`src/rtl/vga_pattern_gen.sv`:
```
// -----------------------------------------------------------------------------
// vga_pattern_gen
//
// Pixel-colour stage sitting behind the VGA timing counters. It turns the
// pixel address and display enables into a registered 4:4:4 RGB value and
// delays the syncs by the same single stage, so colour and sync stay aligned
// at the pins. Four test patterns are available: a solid background, eight
// vertical colour bars, a box bouncing over the background, and a 32x32
// checkerboard. The pattern select and the box position only change at the
// end of the visible frame, so the picture never tears.
//
// Ports
//   clk        in   pixel clock (also clocks the timing counters)
//   reset      in   synchronous, active-low reset
//   haddr      in   [9:0] horizontal pixel address (valid while xdisplay=1)
//   vaddr      in   [8:0] vertical line address   (valid while ydisplay=1)
//   xdisplay   in   horizontal visible region
//   ydisplay   in   vertical visible region
//   hsync_in   in   horizontal sync from the timing stage
//   vsync_in   in   vertical sync from the timing stage
//   mode       in   [1:0] pattern: 0 solid, 1 bars, 2 box, 3 checker
//   move_en    in   1 = box moves once per frame, 0 = box frozen
//   red        out  [3:0] registered red
//   green      out  [3:0] registered green
//   blue       out  [3:0] registered blue
//   hsync_out  out  hsync_in delayed one clock
//   vsync_out  out  vsync_in delayed one clock
//   frame_tick out  one-clock pulse following the end of the visible frame
// -----------------------------------------------------------------------------
module vga_pattern_gen #(
    parameter int          H_ACTIVE = 640,
    parameter int          V_ACTIVE = 480,
    parameter int          BOX_SIZE = 32,
    parameter int          STEP     = 2,
    parameter logic [11:0] BG_RGB   = 12'h271,
    parameter logic [11:0] BOX_RGB  = 12'hF00,
    parameter logic        SYNC_RST = 1'b1
) (
    input  logic       clk,
    input  logic       reset,
    input  logic [9:0] haddr,
    input  logic [8:0] vaddr,
    input  logic       xdisplay,
    input  logic       ydisplay,
    input  logic       hsync_in,
    input  logic       vsync_in,
    input  logic [1:0] mode,
    input  logic       move_en,
    output logic [3:0] red,
    output logic [3:0] green,
    output logic [3:0] blue,
    output logic       hsync_out,
    output logic       vsync_out,
    output logic       frame_tick
);

    // -------------------------------------------------------------------------
    // Constants
    // -------------------------------------------------------------------------
    localparam logic [1:0] MODE_SOLID   = 2'd0;
    localparam logic [1:0] MODE_BARS    = 2'd1;
    localparam logic [1:0] MODE_BOX     = 2'd2;
    localparam logic [1:0] MODE_CHECKER = 2'd3;

    localparam int NUM_BARS = 8;
    localparam int BAR_W    = H_ACTIVE / NUM_BARS;

    // Box travel limits and step, one bit wider than the position registers
    // so the "about to cross the edge" test can never wrap.
    localparam logic [10:0] X_MAX   = 11'(H_ACTIVE - BOX_SIZE);
    localparam logic [9:0]  Y_MAX   = 10'(V_ACTIVE - BOX_SIZE);
    localparam logic [10:0] X_STEP  = 11'(STEP);
    localparam logic [9:0]  Y_STEP  = 10'(STEP);
    localparam logic [10:0] X_SPAN  = 11'(BOX_SIZE);
    localparam logic [9:0]  Y_SPAN  = 10'(BOX_SIZE);

    localparam logic [11:0] RGB_WHITE = 12'hFFF;
    localparam logic [11:0] RGB_BLACK = 12'h000;

    // -------------------------------------------------------------------------
    // State
    // -------------------------------------------------------------------------
    logic [11:0] rgb_q,   rgb_d;
    logic        hsync_q, hsync_d;
    logic        vsync_q, vsync_d;
    logic        tick_q,  tick_d;
    logic        ydisp_q, ydisp_d;
    logic [1:0]  mode_q,  mode_d;
    logic [9:0]  box_x_q, box_x_d;
    logic [8:0]  box_y_q, box_y_d;
    // Direction flags: 0 = moving towards larger coordinates, 1 = smaller.
    logic        dir_x_q, dir_x_d;
    logic        dir_y_q, dir_y_d;

    // -------------------------------------------------------------------------
    // Frame boundary: falling edge of the vertical display enable.
    // -------------------------------------------------------------------------
    logic frame_end;
    logic de;

    assign frame_end = ydisp_q & ~ydisplay;
    assign de        = xdisplay & ydisplay;

    // -------------------------------------------------------------------------
    // Box motion. Each axis bounces between 0 and ACTIVE-BOX_SIZE; when a step
    // would reach or pass an edge the box is clamped onto the edge and the
    // direction flips, so the edge position itself is always displayed once.
    // -------------------------------------------------------------------------
    logic [10:0] x_wide;
    logic [10:0] x_inc;
    logic [10:0] x_dec;
    logic [9:0]  y_wide;
    logic [9:0]  y_inc;
    logic [9:0]  y_dec;

    assign x_wide = {1'b0, box_x_q};
    assign x_inc  = x_wide + X_STEP;
    assign x_dec  = x_wide - X_STEP;
    assign y_wide = {1'b0, box_y_q};
    assign y_inc  = y_wide + Y_STEP;
    assign y_dec  = y_wide - Y_STEP;

    always_comb begin
        box_x_d = box_x_q;
        dir_x_d = dir_x_q;
        box_y_d = box_y_q;
        dir_y_d = dir_y_q;

        if (frame_end && move_en) begin
            // X axis
            if (!dir_x_q) begin
                if (x_inc >= X_MAX) begin
                    box_x_d = X_MAX[9:0];
                    dir_x_d = 1'b1;
                end else begin
                    box_x_d = x_inc[9:0];
                end
            end else begin
                if (x_wide <= X_STEP) begin
                    box_x_d = '0;
                    dir_x_d = 1'b0;
                end else begin
                    box_x_d = x_dec[9:0];
                end
            end

            // Y axis
            if (!dir_y_q) begin
                if (y_inc >= Y_MAX) begin
                    box_y_d = Y_MAX[8:0];
                    dir_y_d = 1'b1;
                end else begin
                    box_y_d = y_inc[8:0];
                end
            end else begin
                if (y_wide <= Y_STEP) begin
                    box_y_d = '0;
                    dir_y_d = 1'b0;
                end else begin
                    box_y_d = y_dec[8:0];
                end
            end
        end
    end

    // -------------------------------------------------------------------------
    // Box hit test, with end coordinates one bit wider than the addresses.
    // -------------------------------------------------------------------------
    logic [10:0] x_end;
    logic [9:0]  y_end;
    logic        in_box;

    assign x_end  = x_wide + X_SPAN;
    assign y_end  = y_wide + Y_SPAN;
    assign in_box = (haddr >= box_x_q) && ({1'b0, haddr} < x_end) &&
                    (vaddr >= box_y_q) && ({1'b0, vaddr} < y_end);

    // -------------------------------------------------------------------------
    // Colour bars: one comparator per bar boundary gives a thermometer code,
    // whose population count is the bar index. No divider needed.
    // -------------------------------------------------------------------------
    logic [NUM_BARS-2:0] bar_ge;
    logic [2:0]          bar_idx;
    logic [11:0]         bar_rgb;

    generate
        for (genvar gi = 1; gi < NUM_BARS; gi++) begin : g_bar_edge
            assign bar_ge[gi-1] = (haddr >= 10'(gi * BAR_W));
        end
    endgenerate

    always_comb begin
        bar_idx = '0;
        for (int i = 0; i < NUM_BARS - 1; i++) begin
            bar_idx = bar_idx + {2'b00, bar_ge[i]};
        end
    end

    always_comb begin
        case (bar_idx)
            3'd0:    bar_rgb = 12'hFFF;
            3'd1:    bar_rgb = 12'hFF0;
            3'd2:    bar_rgb = 12'h0FF;
            3'd3:    bar_rgb = 12'h0F0;
            3'd4:    bar_rgb = 12'hF0F;
            3'd5:    bar_rgb = 12'hF00;
            3'd6:    bar_rgb = 12'h00F;
            default: bar_rgb = 12'h000;
        endcase
    end

    // -------------------------------------------------------------------------
    // Pattern select and output stage.
    // -------------------------------------------------------------------------
    logic [11:0] pattern_rgb;

    always_comb begin
        case (mode_q)
            MODE_SOLID:   pattern_rgb = BG_RGB;
            MODE_BARS:    pattern_rgb = bar_rgb;
            MODE_BOX:     pattern_rgb = in_box ? BOX_RGB : BG_RGB;
            MODE_CHECKER: pattern_rgb = (haddr[5] ^ vaddr[5]) ? RGB_BLACK : RGB_WHITE;
            default:      pattern_rgb = BG_RGB;
        endcase
    end

    always_comb begin
        rgb_d   = de ? pattern_rgb : 12'h000;
        hsync_d = hsync_in;
        vsync_d = vsync_in;
        tick_d  = frame_end;
        ydisp_d = ydisplay;
        // The pattern select is only picked up between frames.
        mode_d  = frame_end ? mode : mode_q;
    end

    always_ff @(posedge clk) begin
        if (!reset) begin
            rgb_q   <= '0;
            hsync_q <= SYNC_RST;
            vsync_q <= SYNC_RST;
            tick_q  <= 1'b0;
            ydisp_q <= 1'b0;
            mode_q  <= '0;
            box_x_q <= '0;
            box_y_q <= '0;
            dir_x_q <= 1'b0;
            dir_y_q <= 1'b0;
        end else begin
            rgb_q   <= rgb_d;
            hsync_q <= hsync_d;
            vsync_q <= vsync_d;
            tick_q  <= tick_d;
            ydisp_q <= ydisp_d;
            mode_q  <= mode_d;
            box_x_q <= box_x_d;
            box_y_q <= box_y_d;
            dir_x_q <= dir_x_d;
            dir_y_q <= dir_y_d;
        end
    end

    assign red        = rgb_q[11:8];
    assign green      = rgb_q[7:4];
    assign blue       = rgb_q[3:0];
    assign hsync_out  = hsync_q;
    assign vsync_out  = vsync_q;
    assign frame_tick = tick_q;

endmodule

```
`config.mk`:
```
export PLATFORM = sky130hd
export DESIGN_NAME = vga_pattern_gen
export DESIGN_NICKNAME = d
export VERILOG_FILES = /design/src/rtl/vga_pattern_gen.sv
export SDC_FILE = /design/constraint.sdc
export NUM_CORES = 1
export LEC_CHECK = 0
export ABC_CLOCK_PERIOD_IN_PS = 4550
export BUFFER_PORTS_ARGS = -buffer_cell sky130_fd_sc_hd__buf_2
export CAP_MARGIN = 20
export CORE_ASPECT_RATIO = 0.8
export CORE_MARGIN = 4
export CORE_UTILIZATION = 30
export CTS_CLUSTER_DIAMETER = 40
export DETAILED_ROUTE_END_ITERATION = 16
export SYNTH_ARGS = -nofsm -noshare
export SYNTH_HDL_FRONTEND = slang
export SYNTH_SLANG_ARGS = --single-unit
```
`constraint.sdc`:
```
create_clock -name clk -period 4.55 [get_ports clk]
set_clock_uncertainty 0.05 [all_clocks]
set_input_delay 0.455 -clock clk [delete_from_list [all_inputs] [get_ports clk]]
set_output_delay 0.455 -clock clk [all_outputs]
set_load 0.01 [all_outputs]
```
# Word-level counts from Yosys, hierarchy flattened
# Cells that the tools add are included.
dict set report classes {
  n_addsub 12
  n_lt_le_gt_ge 15
  n_eq_ne 9
  muxes 16
  n_bitwise 4
  n_reduce_logical 7
}
# operator count
set ops {}
lappend ops {{12-bit one-hot mux with 7 select lines} 1}
lappend ops {{12-bit one-hot mux with 4 select lines} 1}
lappend ops {{10-bit by 9-bit greater-or-equal comparator with 1-bit output, second input constant} 4}
lappend ops {{10-bit 2-to-1 mux} 3}
lappend ops {{9-bit 2-to-1 mux} 3}
lappend ops {{12-bit 2-to-1 mux} 2}
lappend ops {{10-bit by 8-bit greater-or-equal comparator with 1-bit output, second input constant} 2}
lappend ops {{3-bit by 1-bit adder with 3-bit output} 4}
lappend ops {{10-bit by 2-bit adder with 11-bit output, second input constant} 1}
lappend ops {{10-bit by 6-bit adder with 11-bit output, second input constant} 1}
lappend ops {{11-bit by 10-bit greater-or-equal comparator with 1-bit output, second input constant} 1}
lappend ops {{10-bit by 11-bit < comparator with 1-bit output} 1}
lappend ops {{9-bit by 2-bit adder with 10-bit output, second input constant} 1}
lappend ops {{9-bit by 6-bit adder with 10-bit output, second input constant} 1}
lappend ops {{10-bit greater-or-equal comparator} 1}
lappend ops {{10-bit greater-or-equal comparator, second input constant} 1}
lappend ops {{10-bit by 7-bit greater-or-equal comparator with 1-bit output, second input constant} 1}
lappend ops {{10-bit by 2-bit less-or-equal comparator with 1-bit output, second input constant} 1}
lappend ops {{9-bit by 10-bit < comparator with 1-bit output} 1}
lappend ops {{10-bit by 2-bit subtractor with 10-bit output, second input constant} 1}
lappend ops {{3-bit == test, second input constant} 3}
lappend ops {{9-bit greater-or-equal comparator} 1}
lappend ops {{9-bit by 2-bit less-or-equal comparator with 1-bit output, second input constant} 1}
lappend ops {{9-bit by 2-bit subtractor with 9-bit output, second input constant} 1}
lappend ops {{other kinds (14)} 25}
dict set report word_totals {
  register_bits 39
  input_bits 28
  output_inout_bits 15
  elab_cells 73
}

# Logic depth before layout (Yosys ltp)
dict set report logic_depth {
  depth_word 10
  mapped_depth 11
}

# Least setup slack after synthesis
# Ideal clock, no wire load.
dict set report synth_path {
  path_kind {input -> register}
  startpoint {input port haddr[5]}
  endpoint {register rgb_q[10]}
  arrival_time_ps 3220
  required_time_ps 4430
  setup_slack_ps 1210
  cell_stages 10
  path_cell_list {o21ai_0 nor4b_1 fa_1 fa_1 fa_1 inv_1 fa_1 o21a_1 nand2b_1 a21oi_1}
}
dict set report synth_via {
  elab_chain_cells 10
  word_cells_on_any_way 30
}
# item line
set synth_rtl {}
lappend synth_rtl {{from (decl)} 41} ;# input logic [9:0] haddr,
lappend synth_rtl {{10-bit by 7-bit greater-or-equal comparator with 1-bit output or 10-bit by 8-bit greater-or-equal comparator with 1-bit output (tied branches)} 188} ;# assign bar_ge[gi-1] = (haddr >= 10'(gi * BAR_W));
lappend synth_rtl {{1-bit by 1-bit adder with 2-bit output} 195} ;# bar_idx = bar_idx + {2'b00, bar_ge[i]};
lappend synth_rtl {{2-bit by 1-bit adder with 3-bit output} 195}
lappend synth_rtl {{3-bit by 1-bit adder with 3-bit output (4 in a row)} 195}
lappend synth_rtl {{3-bit == test (tied with other cells)} 200} ;# case (bar_idx)
lappend synth_rtl {{12-bit one-hot mux with 7 select lines} 200}
lappend synth_rtl {{12-bit one-hot mux with 4 select lines *} 218} ;# case (mode_q)
lappend synth_rtl {{to (signal assigned)} 250} ;# rgb_q <= rgb_d;
lappend synth_rtl {{to (decl)} 83} ;# logic [11:0] rgb_q, rgb_d;
# Mark *: on every way between the ends. The rest lies on a longest branch, timed or not.
# A chain may end at the register's enable or synchronous reset.

# Worst setup path after layout
# Same ends and word-level chain as after synthesis.

==> run_results.csv <==
group,metric,value,unit
detailed_routing,drtPass1Iterations,5,
clock_tree,cts_hold_buf,0,
global_route,grt_max_degree,23,
sta,fin_crit_sh,75.17,%
floorplan,coreArea,9609,um^2
power,power_frac_comb,18.2,%
sta,fmax,292.4,MHz
placed_design,port_buffers,40,
setup_path,worstSetupPathType,"primary input to flop",
power,p_int,0.0006145,W
min_path,hold_path.class,"primary input to flop",
floorplan,die_area,11500,um^2
status,status,"finished clean",
final_layout,num_antenna_cells,0,
final_layout,area_growth,13.05,%
power,p_switching,0.0002108,W
detailed_routing,vias_per_cell,5.427,
yosys,ys_top_cells_by_count,"ha_1 (36), a21oi_1 (32), dfxtp_1 (31)",
final_layout,drive_gt1_share,15.31,%
setup_path,end_kind,"flop",
yosys,synthDistinctLibCells,67,
sta,drv_slew,0,
floorplan,rows,32,
min_path,hold_start,"hsync_in",
setup_path,path_common_cell,"fa_1",
yosys,synth_cells,381,
power,swShare,25.54,%
setup_path,start_kind,"primary input",
final_layout,num-fill-cells,1010,
yosys,synthFlopType,"dfxtp_1",
min_path,whs_path_depth,2,
setup_path,cp_top_family,"adder cells",
setup_path,r2r_cells,10,
detailed_routing,drtIter0Drc,204,
sta,hold_viol_final,0,
yosys,async_reset_ff_share,0,%
global_route,grt_pass1_wl,12360,um
setup_path,path_cells,"buf_2, o21ai_0, nor4b_1, fa_1, fa_1, fa_1, inv_1, fa_1, o21a_1, nand2b_1, a21oi_1",
setup_path,crit_slowest_cell,"fa_1",
setup_path,max_stage_delay,0.51,ns
setup_path,r2r-end,"rgb_q[6]$_SDFF_PN0_",
power,p_total,0.0008252,W
detailed_routing,vias,2844,
power,p_leak,1.269,nW
detailed_routing,routed_wl,7208,um
detailed_routing,avgRoutedWirePerCell,13.76,um
placed_design,gp_congestion,0.8447,
yosys,yosysWarnings,0,
sta,tightest_slew,0.8113,ns
setup_path,path_max_fanout,9,
placed_design,hpwl,5644,um
power,pwr-share-clk,46.7,%
detailed_routing,ant_nets,0,
clock_tree,htreeDepth,2,
min_path,hold_end,"hsync_out$_SDFF_PN1_",
sta,whs,0.3156,ns
yosys,syn-cell-area,2953,um^2
sta,setup_violations,0,
clock_tree,post_cts_buffers,0,
sta,setup_tns,0,ns
power,vdd_drop_max,0.1473,mV
setup_path,crit_arrival,3.57,ns
yosys,synth_most_common_cell,"ha_1",
floorplan,io_pins,43,
yosys,synth_top_area_share,21.02,%
global_route,grtUsageTotal,12.56,%
setup_path,required,4.70,ns
floorplan,dieWidth,118.9,um
yosys,synth_edf_count,0,
final_layout,layout.nets,472,
yosys,ys_top_cells_by_area,"dfxtp_1 (21%), ha_1 (15%), a21oi_1 (5.4%)",
clock_tree,cts.path.max_buffers,2,
yosys,yosysSeqAreaShare,21.02,%
clock_tree,cts_tree,"built",
clock_tree,clkTransAtPathRegs,0.05,ns
clock_tree,numCtsBuffers,5,
power,p_seq_share,35.1,%
setup_path,cp.buffers_inverters,2,
sta,fin_crit,3.420,ns
clock_tree,cts.sinks,31,
clock_tree,postCtsResizedCells,0,
setup_path,reg2reg_from,"box_x_q[7]$_SDFFE_PN0P_",
clock_tree,root_buffer,"clkbuf_16",
flow_run,maxCapViolCount,0,
yosys,ys_seq_elements,31,
global_route,first_global_vias,2629,
final_layout,fin_util,34.74,%
clock_tree,clk_latency,0.27,ns
setup_path,reg2reg_slack,2.10,ns
detailed_routing,drc,0,
floorplan,die-height,96.74,um
power,power_density,247.2,nW/um^2
yosys,synthesis.nets,449,
sta,slew_headroom,45.91,%
global_route,grt_overflow,0,
yosys,avgSynthCellArea,7.750,um^2
global_route,antenna_found_initial,0,
floorplan,initial_utilization,30.73,%
sta,rsz0062_at_grt,"no",
yosys,synth.largest_area_cell,"dfxtp_1",
[per-layer routing]
metal	global-route usage [%]	vias up	wire length, um
met4	0.8014	0	0
li1	-	1443	-
met2	20.31	88	3274
met5	0	-	0
met1	17.88	1313	3547
met3	2.922	0	386
[registers in the layout, indices dropped and copies added (netlist names)]
| register | count |
|---|---|
| frame_tick | 1 |
| mode_q | 2 |
| ydisp_q | 1 |
| dir_y_q | 1 |
| dir_x_q | 1 |
| vsync_out | 1 |
| rgb_q | 6 |
| hsync_out | 1 |
| box_y_q | 8 |
| box_x_q | 9 |
[worst max-delay path by stage]
stage | start | end | cells past startpoint
2_1_floorplan | haddr[5] | rgb_q[10]$_SDFF_PN0_ | 10
3_3_place_gp | haddr[5] | rgb_q[10]$_SDFF_PN0_ | 11
3_5_place_dp | haddr[5] | rgb_q[10]$_SDFF_PN0_ | 11
4_1_cts | haddr[5] | rgb_q[10]$_SDFF_PN0_ | 11
5_1_grt | haddr[5] | rgb_q[10]$_SDFF_PN0_ | 11
6_report | haddr[5] | rgb_q[10]$_SDFF_PN0_ | 11
[kinds of logic after synthesis]
group / after synthesis / synth area share, %
simple gates: 130 / 22.88
compound gates: 116 / 25.97
buf+inv: 50 / 7.966
fa+ha+maj: 40 / 17.97
flops: 31 / 21.02
xor+xnor: 13 / 3.856
mux: 1 / 0.3390
[power groups by stage]
stage / Sequential, W / Clock [W] / Combinational, W
floorplan: 0.000293 / 0 / 0.000105
global placement: 0.000295 / 0 / 0.000147
detailed placement: 0.000295 / 0 / 0.000151
CTS: 0.000289 / 0.000390 / 0.000152
global route: 0.000290 / 0.000405 / 0.000174
finish: 0.000290 / 0.000385 / 0.000150
[stage by stage]
| step | setup slack (ns) | cell area (um^2) | std cells |
|---|---|---|---|
| after floorplan | 1.210 | 2953 | 381 |
| after global placement | 0.9279 | 3164 | 516 |
| after detailed placement | 0.8316 | 3164 | 516 |
| after CTS | 1.114 | 3338 | 524 |
| after global routing | 0.9360 | 3338 | 524 |
| final | 1.130 | 3338 | 524 |
[worst reg2reg max path: cells and delay by family, from the launching register on]
kind | cells | cell delay [ns]
AOI/OAI and AO/OA | 4 | 0.73
xor gates and xnor gates | 1 | 0.13
adders and majority gates | 1 | 0.31
buffers and inverters | 1 | 0.15
DFF | 1 | 0.52
and+or+nand+nor | 3 | 0.48
[layout by cell type (no fill, tap or decap), types with 3 or more instances in the layout]
cell       Yosys  routed
buf_2          8      40
ha_1          36      36
a21oi_1       32      32
dfxtp_1       31      31
nand2_1       29      29
inv_1         23      23
nor2_1        21      21
nand3_1       20      20
o21ai_0       19      19
nor3_1        17      17
xnor2_1       12      12
nand4_1       10      10
o21ai_1        7       7
o21a_1         6       6
a31oi_1        6       6
o211ai_1       6       6
nor4_1         5       5
nand2b_1       5       5
clkbuf_16      0       5
nor2b_1        4       4
o22ai_1        4       4
fa_1           4       4
and4_1         3       3
o31ai_1        3       3
a32o_1         3       3
[cell type report]
cell class | count | area, um^2 | share of cell area, %
clock buffers | 6 | 138.9 | 4.160
clock inverters | 2 | 35.03 | 1.049
inverters | 26 | 97.59 | 2.924
multi-input cells | 300 | 2097 | 62.82
flip-flops and latches | 31 | 620.6 | 18.59
well taps | 119 | 148.9 | 4.460
repair buffers | 40 | 200.2 | 5.997
Power figures use the tool's default switching activity.
